[config.mk]
export PLATFORM = sky130hd
export DESIGN_NAME = instr_sequencer
export DESIGN_NICKNAME = d
export VERILOG_FILES = /design/src/rtl/instr_sequencer.sv
export SDC_FILE = /design/constraint.sdc
export NUM_CORES = 1
export LEC_CHECK = 0
export ABC_AREA = 1
export CAP_MARGIN = 20
export CORE_ASPECT_RATIO = 0.7
export CORE_UTILIZATION = 48
export CTS_CLUSTER_SIZE = 14
export DETAILED_ROUTE_END_ITERATION = 6
export PLACE_DENSITY_LB_ADDON = 0.25
export REMOVE_ABC_BUFFERS = 1
export SETUP_SLACK_MARGIN = 0.1
export SLEW_MARGIN = 25
export SYNTH_ARGS = -nofsm -noshare
export SYNTH_HDL_FRONTEND = slang
export SYNTH_SLANG_ARGS = --single-unit
[constraint.sdc]
create_clock -name CLOCK_50 -period 3.1 [get_ports CLOCK_50]
set_clock_uncertainty 0.2 [all_clocks]
set_input_delay 0.465 -clock CLOCK_50 [delete_from_list [all_inputs] [get_ports CLOCK_50]]
set_output_delay 0.465 -clock CLOCK_50 [all_outputs]
set_load 0.02 [all_outputs]
[src/rtl/instr_sequencer.sv]
// Fetch/decode/memory/retire sequencer wrapped around the combinational instruction controller.
// Owns the instruction register, tolerates memory wait states and traps on timeouts/undefined ops.
module instr_sequencer #(
    parameter int unsigned TIMEOUT   = 15,
    parameter int unsigned INSTRET_W = 16
) (
    input  logic                 CLOCK_50,
    input  logic                 RESET_N,
    input  logic                 run,
    output logic                 imem_req,
    input  logic                 imem_ack,
    input  logic [31:0]          imem_rdata,
    output logic [31:0]          IR_out,
    input  logic                 cond_pass,
    input  logic                 Wen_ARd_dec,
    input  logic                 Wen_Dmem_dec,
    input  logic                 Wen_Flags_dec,
    output logic                 Wen_ARd,
    output logic                 Wen_Dmem,
    output logic                 Wen_Flags,
    output logic                 dmem_req,
    output logic                 dmem_we,
    input  logic                 dmem_ack,
    output logic                 PC_en,
    output logic                 PC_sel_branch,
    output logic [2:0]           state_out,
    output logic                 fault,
    output logic [1:0]           fault_code,
    output logic [INSTRET_W-1:0] instret
);

    localparam logic [2:0] StIdle   = 3'b000;
    localparam logic [2:0] StFetch  = 3'b001;
    localparam logic [2:0] StDecode = 3'b010;
    localparam logic [2:0] StMem    = 3'b011;
    localparam logic [2:0] StRetire = 3'b100;
    localparam logic [2:0] StFault  = 3'b111;

    localparam int unsigned       CntW    = $clog2(TIMEOUT + 1);
    localparam logic [CntW-1:0]   CntLast = CntW'(TIMEOUT - 1);

    logic [2:0]           state_q, state_d;
    logic [31:0]          ir_q, ir_d;
    logic [CntW-1:0]      wait_cnt_q, wait_cnt_d;
    logic [INSTRET_W-1:0] instret_q, instret_d;
    logic [1:0]           fault_code_q, fault_code_d;

    logic [1:0] instr_class;
    logic       is_load;
    logic       in_retire;

    assign instr_class = ir_q[27:26];
    assign is_load     = ir_q[20];
    assign in_retire   = (state_q == StRetire);

    always_comb begin
        state_d      = state_q;
        ir_d         = ir_q;
        wait_cnt_d   = wait_cnt_q;
        instret_d    = instret_q;
        fault_code_d = fault_code_q;
        case (state_q)
            StIdle: begin
                if (run) begin
                    state_d    = StFetch;
                    wait_cnt_d = '0;
                end
            end
            StFetch: begin
                // An ack on the final allowed cycle takes priority over the timeout.
                if (imem_ack) begin
                    ir_d       = imem_rdata;
                    state_d    = StDecode;
                    wait_cnt_d = '0;
                end else if (wait_cnt_q == CntLast) begin
                    state_d      = StFault;
                    fault_code_d = 2'b01;
                end else begin
                    wait_cnt_d = wait_cnt_q + 1'b1;
                end
            end
            StDecode: begin
                if (instr_class == 2'b11) begin
                    state_d      = StFault;
                    fault_code_d = 2'b11;
                end else if (instr_class == 2'b01 && cond_pass) begin
                    state_d    = StMem;
                    wait_cnt_d = '0;
                end else begin
                    state_d = StRetire;
                end
            end
            StMem: begin
                if (dmem_ack) begin
                    state_d = StRetire;
                end else if (wait_cnt_q == CntLast) begin
                    state_d      = StFault;
                    fault_code_d = 2'b10;
                end else begin
                    wait_cnt_d = wait_cnt_q + 1'b1;
                end
            end
            StRetire: begin
                instret_d  = instret_q + 1'b1;
                wait_cnt_d = '0;
                state_d    = run ? StFetch : StIdle;
            end
            StFault: begin
                state_d = StFault;
            end
            default: begin
                state_d = StIdle;
            end
        endcase
    end

    always_ff @(posedge CLOCK_50 or negedge RESET_N) begin
        if (!RESET_N) begin
            state_q      <= StIdle;
            ir_q         <= '0;
            wait_cnt_q   <= '0;
            instret_q    <= '0;
            fault_code_q <= 2'b00;
        end else begin
            state_q      <= state_d;
            ir_q         <= ir_d;
            wait_cnt_q   <= wait_cnt_d;
            instret_q    <= instret_d;
            fault_code_q <= fault_code_d;
        end
    end

    // Decoded enables are qualified so each architectural write fires once per instruction.
    assign imem_req      = (state_q == StFetch);
    assign dmem_req      = (state_q == StMem);
    assign dmem_we       = dmem_req & ~is_load;
    assign Wen_Dmem      = dmem_we & Wen_Dmem_dec;
    assign Wen_ARd       = in_retire & Wen_ARd_dec &
                           ((instr_class == 2'b00) | ((instr_class == 2'b01) & is_load));
    assign Wen_Flags     = in_retire & Wen_Flags_dec & (instr_class == 2'b00);
    assign PC_en         = in_retire;
    assign PC_sel_branch = in_retire & (instr_class == 2'b10) & cond_pass;

    assign state_out  = state_q;
    assign fault      = (state_q == StFault);
    assign fault_code = fault_code_q;
    assign IR_out     = ir_q;
    assign instret    = instret_q;

endmodule

# Word level (Yosys, flattened, before mapping)

Index checks and enable logic that the tools add are counted.

Add/sub/neg operators: 2
Equal/unequal tests: 17
Muxes and demuxes: 21
Bitwise logic cells: 11
Reductions and logical operators: 8

Operators by type and width:

| cell                                           | count |
|---|---|
| 2-to-1 mux 4 bit                               | 6 |
| case mux 4 bit (5 select lines)                | 1 |
| 2-to-1 mux 3 bit                               | 6 |
| case mux 3 bit (6 select lines)                | 1 |
| adder 16 x 1 -> 16 bit (second input constant) | 1 |
| != test 2 bit (second input constant)          | 6 |
| 2-to-1 mux 2 bit                               | 5 |
| AND 1 bit                                      | 9 |
| == test 3 x 2 -> 1 bit (second input constant) | 2 |
| == test 3 bit (second input constant)          | 2 |
| case mux 2 bit (3 select lines)                | 1 |
| AND reduction 6 bit                            | 1 |
| AND reduction 5 bit                            | 1 |
| nonzero test 5 bit                             | 1 |
| adder 4 x 1 -> 4 bit (second input constant)   | 1 |
| == test 2 bit (second input constant)          | 2 |
| == test 4 bit (second input constant)          | 1 |
| != test 2 x 1 -> 1 bit (second input constant) | 2 |
| == test 3 x 1 -> 1 bit (second input constant) | 1 |
| logical NOT 3 bit                              | 1 |
| nonzero test 3 bit                             | 1 |
| == test 2 x 1 -> 1 bit (second input constant) | 1 |
| logical NOT 2 bit                              | 1 |
| AND reduction 2 bit                            | 1 |
| 4 further kinds                                | 4 |

Flip-flop bits (word level): 57
Input bits: 41
Output and inout port bits: 62
Word-level logic and storage cells: 64

# Logic depth before layout (Yosys ltp)

Gate-level depths: netlist (run 1).

Word-level depth: 5
Depth in mapped cells: 9
Mapped depth without buffers: 9

# Least setup slack after synthesis (run 1)

OpenSTA, ideal clock, no wires.

Path type: reg-to-output
From: reg state_q[1] (netlist: state_out[1])
To: out Wen_ARd
Arrival time: 1.397 ns
Required time: 2.435 ns
Setup slack: 1.038 ns
Stages on the path, launching flop included: 4
Path buffers: 0
Cell sequence: dfrtp_1 > nor2_4 > nand2_4 > a211oi_1

Cells in the longest elaborated chain, start to end: 3

RTL lines:

| what                    | line | text |
|---|---|---|
| start, declared         | 42   | `logic [2:0] state_q, state_d;` |
| start signal, assigned  | 119  | `state_q <= StIdle;` |
| start signal, assigned  | 125  | `state_q <= state_d;` |
| == test 3 bit           | 54   | `assign in_retire = (state_q == StRetire);` |
| AND 1 bit (2 in series) | 138  | `assign Wen_ARd = in_retire & Wen_ARd_dec &` |
| end, declared           | 18   | `output logic Wen_ARd,` |

Every way passes these cells.

# Worst setup path after layout (run 1)

Same ends and word-level chain as after synthesis.

==> results.sh, run 1 <==
export IMPL_outcome="finished clean"
export IMPL_clk_pin_slew_ns=0.06
export IMPL_grt_max_degree=52
export IMPL_r2r_start="state_out[2]$_DFFE_PN0P_"
export IMPL_finalCritPeriodShare=0.902
export IMPL_multi_input_area_um2=1130
export IMPL_dpl_hpwl_um=5010
export IMPL_worstHoldStart="fault_code[0]$_DFFE_PN0P_"
export IMPL_n_fill_cell=412
export IMPL_die_area_um2=5990
export IMPL_clockPowerShare=0.454
export IMPL_clkLatencyLatePin_ns=0.33
export IMPL_nets=481
export IMPL_clock_sinks=57
export IMPL_pwr_share_seq=0.496
export IMPL_globalRouteOverflowTotal=0
export IMPL_switchingPower_uw=302
export IMPL_comb_power_share=0.049
export IMPL_route_detailed_drc=0
export IMPL_initial_core_util=0.508
export IMPL_viasPerCell=4.95
export IMPL_tightest_slew_ns=0.634
export IMPL_synth_cells=329
export IMPL_yosysUniqueCellTypes=30
export IMPL_final_hold_violation_count=0
export IMPL_antenna_found_initial=0
export IMPL_grt_pass1_vias=2409
export IMPL_min_period_ns=2.80
export IMPL_crit_path_max_fanout=10
export IMPL_ios=103
export IMPL_wl_per_cell_um=13.4
export IMPL_gp_congestion=0.915
export IMPL_hold_path_depth=2
export IMPL_die_y_um=65.1
export IMPL_cts_buffers=9
export IMPL_core_area_um2=5370
export IMPL_rows=22
export IMPL_synth_avg_cell_area_um2=8.29
export IMPL_rr_worst_depth=7
export IMPL_synthAdderAreaFrac=0.0138
export IMPL_power_density_nw_per_um2=375
export IMPL_fp_dieW_um=92.1
export IMPL_vias=2537
export IMPL_synthMuxAreaShare=0
export IMPL_reg2reg_slack_ns=0.88
export IMPL_max_vdd_ir_drop_mv=0.226
export IMPL_syn2layout_area_growth_pct=46.9
export IMPL_grt_pass1_wl_um=11500
export IMPL_clock_path_buffers=2
export IMPL_diodes=0
export IMPL_cp_arrival_ns=2.13
export IMPL_grt_util_all_layers=0.255
export IMPL_grt_setup_unrepaired="no"
export IMPL_post_cts_resize_count=0
export IMPL_slew_limit_headroom=0.578
export IMPL_io_buffers=102
export IMPL_cp_slowest_stage_delay_ns=0.68
export IMPL_drt_wl_total_um=6890
export IMPL_cts_tree="done"
export IMPL_p_leak_uw=0.00194
export IMPL_ys_warn_count=0
export IMPL_drt_initial_drc_count=117
export IMPL_netlist_area_um2=2730
export IMPL_synth_xor_area_share=0.0353
export IMPL_finalNonFillerCells=513
export IMPL_yosys_area_share_simple=0.338
export IMPL_dr_pass1_iters=5
export IMPL_endpoint_kind="output port"
export IMPL_maxCapViolCount=0
export IMPL_antenna_left=0
export IMPL_synth_compound_area_share=0.0280
export IMPL_htreeDepth=3
export IMPL_cp_data_required_time_ns=2.43
export IMPL_crit_chain="nor2_4 > nand2_4 > a211oi_1 > clkdlybuf4s50_1"
export IMPL_synth_top_family_by_area="simple AND/OR/NAND/NOR gates"
export IMPL_crit_path_start_kind="register"
export IMPL_r2r_end="IR_out[16]$_DFFE_PN0P_"
export IMPL_final_max_slew_viol_count=0
export IMPL_ctsRootBufferMaster="clkbuf_8"
export IMPL_timing_fmax_mhz=357
export IMPL_pre_cts_ws_ns=0.503
export IMPL_cp_slowest_cell="clkdlybuf4s50_1"
export IMPL_setup_viol=0
export IMPL_seq_area_frac_synth=0.523
export IMPL_post_cts_buffers=0
export IMPL_synth_seq_cells=57
export IMPL_setup_ws_ns=0.303
export IMPL_dp_cells=497
export IMPL_min_to="fault_code[0]$_DFFE_PN0P_"
export IMPL_drive_above_1_share=0.0794
export IMPL_whs_ns=0.267
export IMPL_internal_power_uw=1200
export IMPL_path_class="reg2out"
export IMPL_seq_area_um2=1430
export IMPL_fin_setup_tns_ns=0
export IMPL_hp_class="reg2reg"
export IMPL_sw_frac_of_total=0.201
-- timing repair --
action                     in CTS  in global routing
hold endpoints to repair        6                  0
setup endpoints to repair       0                  0
hold buffers                    1                  0
-- routing by layer --
metal | global-route usage | share of wire
met5 | 0 | 0
met4 | 0.0645 | 0.0077
met3 | 0.116 | 0.088
met2 | 0.397 | 0.45
met1 | 0.324 | 0.46
-- sequential cells by signal, summed over array words and instances (netlist names) --
| signal | cells |
|---|---|
| wait_cnt_q | 4 |
| state_out | 3 |
| instret | 16 |
| IR_out | 32 |
| fault_code | 2 |
-- Yosys cell counts, drive strengths merged --
cell,n,area [µm²]
a211oi,1,7.51
a21oi,3,15.0
and3,1,6.26
buf,7,52.5
clkbuf,3,11.3
dfrtp,57,1430
ha,3,37.5
inv,28,105
nand2,125,487
nand3,44,225
nand4,4,25.0
nor2,26,135
nor3,6,35.0
nor3b,1,7.51
o211ai,1,7.51
o21a,1,7.51
o21ai,7,38.8
xnor2,7,61.3
xor2,4,35.0
-- per-stage QoR --
stage,power [µW],utilization,cell area [µm²]
after floorplan,759,-,2660
after global placement,831,0.708,3800
after detailed placement,832,0.708,3800
after CTS,1520,0.746,4000
after global routing,1570,0.746,4000
final,1500,0.746,4000
-- worst max-delay path by stage --
stage               slack, ns  depth (start not counted)                     start                         to
CTS                      0.31                          4  state_out[1]$_DFFE_PN0P_                    Wen_ARd
finish                   0.30                          4  state_out[1]$_DFFE_PN0P_                    Wen_ARd
detailed placement       0.50                          4               Wen_ARd_dec                    Wen_ARd
floorplan                0.58                          7  state_out[2]$_DFFE_PN0P_  fault_code[1]$_DFFE_PN0P_
global route             0.24                          4  state_out[1]$_DFFE_PN0P_                    Wen_ARd
global placement         0.64                          4               Wen_ARd_dec                    Wen_ARd
-- critical path, delay by kind of cell (launching register included) --
family	cells	cell delay [ns]
compound gates	1	0.27
buf+inv	1	0.68
flops	1	0.50
simple gates	2	0.35
-- cell families after synthesis --
logic type	Yosys count
flops	57
xor+xnor	11
buf+inv	38
simple gates	207
fa+ha+maj	3
compound gates	13
-- cell type report --
type / count / area share
sequential: 57 / 0.356
clock inverter: 3 / 0.0100
inverter: 28 / 0.0263
clock buffer: 12 / 0.0388
timing repair buffer: 107 / 0.264
multi-input combinational: 234 / 0.282
tap: 72 / 0.0225
-- power by group through the flow --
stage	Clock, µW	Sequential (µW)	Combinational, µW
floorplan	0	758	1.08
CTS	701	744	75.3
global placement	0	758	73.5
detailed placement	0	758	74.2
finish	681	744	73.9
global route	750	743	80.9
-- cell usage in the layout (no fill, tap or decap), drive strengths merged --
master	count
nand2	125
clkdlybuf4s50	101
dfrtp	57
nand3	44
inv	28
nor2	26
clkbuf	12
xnor2	7
o21ai	7
nor3	6
buf	5
nand4	4
xor2	4
a21oi	3
ha	3
clkinv	2
a211oi	1
and3	1
o21a	1
o211ai	1
nor3b	1
bufinv	1
dlygate4sd3	1
No activity file was read; power rests on OpenSTA's default activity.
==> run 2, diff against run 1 <==
--- a/config.mk
+++ b/config.mk
@@ -7,8 +7,8 @@
 export LEC_CHECK = 0
 export ABC_AREA = 1
 export CAP_MARGIN = 20
-export CORE_ASPECT_RATIO = 0.7
-export CORE_UTILIZATION = 48
+export CORE_ASPECT_RATIO = 0.75
+export CORE_UTILIZATION = 44
 export CTS_CLUSTER_SIZE = 14
 export DETAILED_ROUTE_END_ITERATION = 6
 export PLACE_DENSITY_LB_ADDON = 0.25
==> constraint.sdc (replaced) <==
create_clock -name CLOCK_50 -period 2.9 [get_ports CLOCK_50]
set_clock_uncertainty 0.2 [all_clocks]
set_input_delay 0.435 -clock CLOCK_50 [delete_from_list [all_inputs] [get_ports CLOCK_50]]
set_output_delay 0.435 -clock CLOCK_50 [all_outputs]
set_load 0.02 [all_outputs]
==> run 2 against run 1 <==
Register-to-register slack better by 0.07 ns. Routed wire length is 1.9% higher. Non-clock buffer count is 3 higher. Critical endpoint unchanged. Critical path type unchanged. Combinational power is 12% higher. Via count is 0.71% lower. First-iteration DRC count is 19% higher.
==> results.sh, run 2 (same netlist as run 1, synthesis figures left out) <==
export IMPL_pre_cts_ws_ns=0.398
export IMPL_dpl_hpwl_um=5270
export IMPL_min_period_ns=2.66
export IMPL_grt_pass1_wl_um=11700
export IMPL_drt_wl_total_um=7030
export IMPL_largest_register_ffs=32
export IMPL_initial_core_util=0.463
export IMPL_dr_pass1_iters=5
export IMPL_cp_data_required_time_ns=2.27
export IMPL_gp_congestion=0.851
export IMPL_cp_slowest_cell="clkdlybuf4s50_1"
export IMPL_setup_viol=0
export IMPL_drt_initial_drc_count=139
export IMPL_cts_tree="done"
export IMPL_htreeDepth=3
export IMPL_p_leak_uw=0.00192
export IMPL_globalRouteOverflowTotal=0
export IMPL_clkLatencyLatePin_ns=0.32
export IMPL_finalCritPeriodShare=0.916
export IMPL_grt_setup_unrepaired="no"
export IMPL_final_hold_violation_count=0
export IMPL_wl_per_cell_um=13.5
export IMPL_timing_fmax_mhz=376
export IMPL_maxCapViolCount=0
export IMPL_setup_ws_ns=0.243
export IMPL_crit_chain="nor2_4 > nand2_4 > a211oi_1 > clkdlybuf4s50_1"
export IMPL_crit_path_max_fanout=10
export IMPL_power_density_nw_per_um2=366
export IMPL_final_cell_mix="122 x nand2_1, 101 x clkdlybuf4s50_1, 57 x dfrtp_1"
export IMPL_final_max_slew_viol_count=0
export IMPL_ctsRootBufferMaster="clkbuf_8"
export IMPL_drive_above_1_share=0.0767
export IMPL_vias=2519
export IMPL_utilization=0.677
export IMPL_antenna_found_initial=0
export IMPL_hp_class="reg2reg"
export IMPL_clock_path_buffers=2
export IMPL_die_area_um2=6520
export IMPL_max_vdd_ir_drop_mv=0.243
export IMPL_clock_sinks=57
export IMPL_fp_dieW_um=92.9
export IMPL_viasPerCell=4.83
export IMPL_ios=103
export IMPL_n_fill_cell=497
export IMPL_grt_util_all_layers=0.236
export IMPL_path_class="reg2out"
export IMPL_grt_pass1_vias=2460
export IMPL_antenna_left=0
export IMPL_route_detailed_drc=0
export IMPL_core_area_um2=5890
export IMPL_io_buffers=102
export IMPL_path_buf_inv=1
export IMPL_layout_commonest_cell="nand2_1"
export IMPL_die_y_um=70.2
export IMPL_endpoint_kind="output port"
export IMPL_rows=24
export IMPL_cp_slowest_stage_delay_ns=0.64
export IMPL_outcome="finished clean"
export IMPL_nets=484
export IMPL_slew_limit_headroom=0.596
export IMPL_cts_buffers=9
export IMPL_diodes=0
export IMPL_grt_max_degree=33
export IMPL_crit_path_start_kind="register"
export IMPL_syn2layout_area_growth_pct=46.1
export IMPL_critPathTopFamily="buffers and inverters"
export IMPL_cp_arrival_ns=2.02
export IMPL_clk_pin_slew_ns=0.06
export IMPL_tightest_slew_ns=0.606
export IMPL_fin_setup_tns_ns=0
## run 2: cell count changes in the layout (fill, tap and decap cells not counted), sizes merged
cell	change
buf	+3
clkinv	-1
bufinv	-1
clkbuf	+1
## run 2: routing by layer
layer / routed length (µm) / track usage / vias up / share of wire
li1: - / - / 1264 / -
met1: 3010 / 0.306 / 1146 / 0.43
met2: 3220 / 0.358 / 96 / 0.46
met3: 645 / 0.0861 / 13 / 0.092
met4: 148 / 0.0974 / 0 / 0.021
met5: 0 / 0 / - / 0
## run 2: worst min-delay path, stage by stage, from the launching register on
cell	delay [ns]
dfrtp_1	0.34
nand2_1	0.05
nand2_1	0.05
## run 2: area by class of cell
| type | count | area [µm²] | area share |
|---|---|---|---|
| Timing Repair Buffer | 110 | 1080 | 0.271 |
| Tap cell | 78 | 97.6 | 0.0245 |
| Inverter | 28 | 105 | 0.0264 |
| Sequential cell | 57 | 1430 | 0.358 |
| Clock inverter | 1 | 5.00 | 0.00126 |
| Multi-Input combinational cell | 234 | 1130 | 0.284 |
| Clock buffer | 13 | 139 | 0.0349 |
## run 2: power breakdown
part,switching (µW),leakage [µW],total (µW),internal [µW]
sequential,0,0.000771,796,796
combinational,31.5,0.00108,82.4,50.8
clock,280,0.0000733,580,300
total,311,0.00192,1460,1150
## run 2: final timing paths
check | start | end | slack, ns | cells after the start
setup reg to reg | state_out[2]$_DFFE_PN0P_ | state_out[1]$_DFFE_PN0P_ | 0.95 | 8
hold / removal | IR_out[19]$_DFFE_PN0P_ | IR_out[19]$_DFFE_PN0P_ | 0.27 | 2
setup / recovery | state_out[1]$_DFFE_PN0P_ | Wen_ARd | 0.24 | 4
max in group asynchronous | RESET_N | instret[13]$_DFFE_PN0N_ | 1.38 | 3
hold reg to reg | IR_out[19]$_DFFE_PN0P_ | IR_out[19]$_DFFE_PN0P_ | 0.27 | 2
min in group asynchronous | RESET_N | instret[0]$_DFFE_PN0N_ | 0.45 | 2
## run 2: through the flow
stage,hold slack [ns],cells,power (µW),area [µm²]
4_1_cts,0.273,521,1480,3980
5_1_grt,0.287,521,1520,3980
3_3_place_gp,0.254,506,892,3830
6_report,0.269,521,1460,3980
3_5_place_dp,0.258,506,893,3830
2_1_floorplan,-0.0606,319,811,2660
## run 2: repair_timing
action | in CTS | in global routing
resized for setup | 0 | 0
setup buffers | 0 | 0
endpoints found under the setup margin | 0 | 0
hold buffers | 1 | 0
endpoints found under the hold margin | 24 | 0
==> run 3, diff against run 2 <==
--- a/config.mk
+++ b/config.mk
@@ -7,7 +7,7 @@
 export LEC_CHECK = 0
 export ABC_AREA = 1
 export CAP_MARGIN = 20
-export CORE_ASPECT_RATIO = 0.75
+export CORE_ASPECT_RATIO = 1.1
 export CORE_UTILIZATION = 44
 export CTS_CLUSTER_SIZE = 14
 export DETAILED_ROUTE_END_ITERATION = 6
==> run 3 against run 2 <==
The flow now finishes with violations (hold timing). Global-route usage shrank 1.3 points. Final cell count shrank 0.19%. Cell area rose by 0.75%. Combinational power decreased by 3.0%. First-iteration DRC count is 23% lower. Die area about the same. Routed wire length decreased by 4.6%. Non-clock buffer count is 2 lower. Sequential cell count unchanged. Critical path type unchanged. Largest power group unchanged.
==> results.sh, run 3 (same netlist as run 1, synthesis figures left out) <==
export IMPL_outcome="finished with violations"
export IMPL_violations="hold timing"
export IMPL_final_cell_mix="122 x nand2_1, 101 x clkdlybuf4s50_1, 57 x dfrtp_1"
export IMPL_rr_worst_depth=8
export IMPL_drive_above_1_share=0.0858
export IMPL_dr_pass1_iters=4
export IMPL_power_density_nw_per_um2=395
export IMPL_clkLatencyLatePin_ns=0.33
export IMPL_diodes=0
export IMPL_vias=2529
export IMPL_die_y_um=84.6
export IMPL_post_cts_buffers=0
export IMPL_path_buf_inv=1
export IMPL_grt_pass1_vias=2375
export IMPL_finalCritPeriodShare=0.919
export IMPL_gp_congestion=0.851
export IMPL_drt_initial_drc_count=107
export IMPL_grt_util_all_layers=0.223
export IMPL_route_detailed_drc=0
export IMPL_antenna_found_initial=0
export IMPL_max_vdd_ir_drop_mv=0.269
export IMPL_min_period_ns=2.67
export IMPL_setup_viol=0
export IMPL_r2r_end="IR_out[20]$_DFFE_PN0P_"
export IMPL_crit_chain="nor2_4 > nand2_4 > a211oi_1 > clkdlybuf4s50_1"
export IMPL_fin_setup_tns_ns=0
export IMPL_path_class="reg2out"
export IMPL_grt_max_degree=38
export IMPL_clk_pin_slew_ns=0.07
export IMPL_hp_class="in2async"
export IMPL_endpoint_kind="output port"
export IMPL_post_cts_resize_count=0
export IMPL_clock_path_buffers=2
export IMPL_globalRouteOverflowTotal=0
export IMPL_cp_arrival_ns=2.03
export IMPL_die_area_um2=6520
export IMPL_timing_fmax_mhz=375
export IMPL_antenna_left=0
export IMPL_core_area_um2=5880
export IMPL_final_hold_violation_count=14
export IMPL_crit_path_max_fanout=10
export IMPL_grt_pass1_wl_um=11200
export IMPL_p_leak_uw=0.00194
export IMPL_grt_setup_unrepaired="no"
export IMPL_drt_wl_total_um=6700
export IMPL_cp_slowest_cell="clkdlybuf4s50_1"
export IMPL_wl_per_cell_um=12.9
export IMPL_final_max_slew_viol_count=0
export IMPL_syn2layout_area_growth_pct=47.2
export IMPL_initial_core_util=0.464
export IMPL_cp_data_required_time_ns=2.27
export IMPL_hold_buffers=0
export IMPL_htreeDepth=3
export IMPL_nets=482
export IMPL_io_buffers=102
export IMPL_cts_buffers=9
export IMPL_cp_slowest_stage_delay_ns=0.64
export IMPL_slew_limit_headroom=0.461
export IMPL_critPathTopFamily="buffers and inverters"
export IMPL_cts_tree="done"
export IMPL_ctsRootBufferMaster="clkbuf_8"
export IMPL_clock_sinks=57
export IMPL_fp_dieW_um=77.1
export IMPL_r2r_start="state_out[2]$_DFFE_PN0P_"
export IMPL_dpl_hpwl_um=4970
export IMPL_rows=29
export IMPL_layout_commonest_cell="nand2_1"
export IMPL_crit_path_start_kind="register"
export IMPL_reg2reg_slack_ns=0.66
export IMPL_viasPerCell=4.86
export IMPL_ios=103
export IMPL_tightest_slew_ns=0.808
export IMPL_largest_register_ffs=32
export IMPL_maxCapViolCount=0
export IMPL_n_fill_cell=511
export IMPL_whs_ns=-0.00940
## run 3: changes by cell type in the layout (fill, tap and decap cells not counted)
cell and delta:
clkbuf_8 +4, buf_4 -1, dlygate4sd3_1 -1, clkinv_2 +1, clkbuf_1 -3
## run 3: worst max-delay path by stage
stage,startpoint,end,cells past startpoint
after global placement,Wen_ARd_dec,Wen_ARd,4
after global routing,state_out[1]$_DFFE_PN0P_,Wen_Flags,4
final,state_out[1]$_DFFE_PN0P_,Wen_ARd,4
after floorplan,state_out[2]$_DFFE_PN0P_,fault_code[1]$_DFFE_PN0P_,7
after CTS,state_out[1]$_DFFE_PN0P_,Wen_ARd,4
after detailed placement,Wen_ARd_dec,Wen_ARd,4
## run 3: where the power goes
| part | switching [µW] | total, µW | internal (µW) |
|---|---|---|---|
| clock | 307 | 708 | 401 |
| sequential | 0 | 795 | 795 |
| combinational | 30.7 | 79.9 | 49.1 |
## run 3: cell type report
class                   instances  area (µm²)  share of cell area
inverters                      28         105              0.0262
multi-input cells             234        1130               0.282
well taps                      77        96.3              0.0240
clock buffers                  14         183              0.0455
repair buffers                108        1060               0.264
clock inverters                 2        10.0             0.00249
flip-flops and latches         57        1430               0.355
## run 3: per-layer routing
metal | vias up | GRT usage | part of all wire
met1 | 1175 | 0.272 | 0.42
met5 | - | 0 | 0
met4 | 0 | 0.113 | 0.021
met2 | 82 | 0.347 | 0.47
met3 | 13 | 0.0826 | 0.089
li1 | 1259 | - | -
## run 3: metrics by stage
stage / power (µW) / setup WS, ns / std cells / instance area (µm²) / util
after floorplan: 811 / 0.381 / 319 / 2660 / -
after global routing: 1640 / 0.104 / 520 / 4010 / 0.683
after CTS: 1600 / 0.213 / 520 / 4010 / 0.683
final: 1580 / 0.235 / 520 / 4010 / 0.683
after global placement: 890 / 0.453 / 504 / 3820 / 0.650
after detailed placement: 891 / 0.462 / 504 / 3820 / 0.650
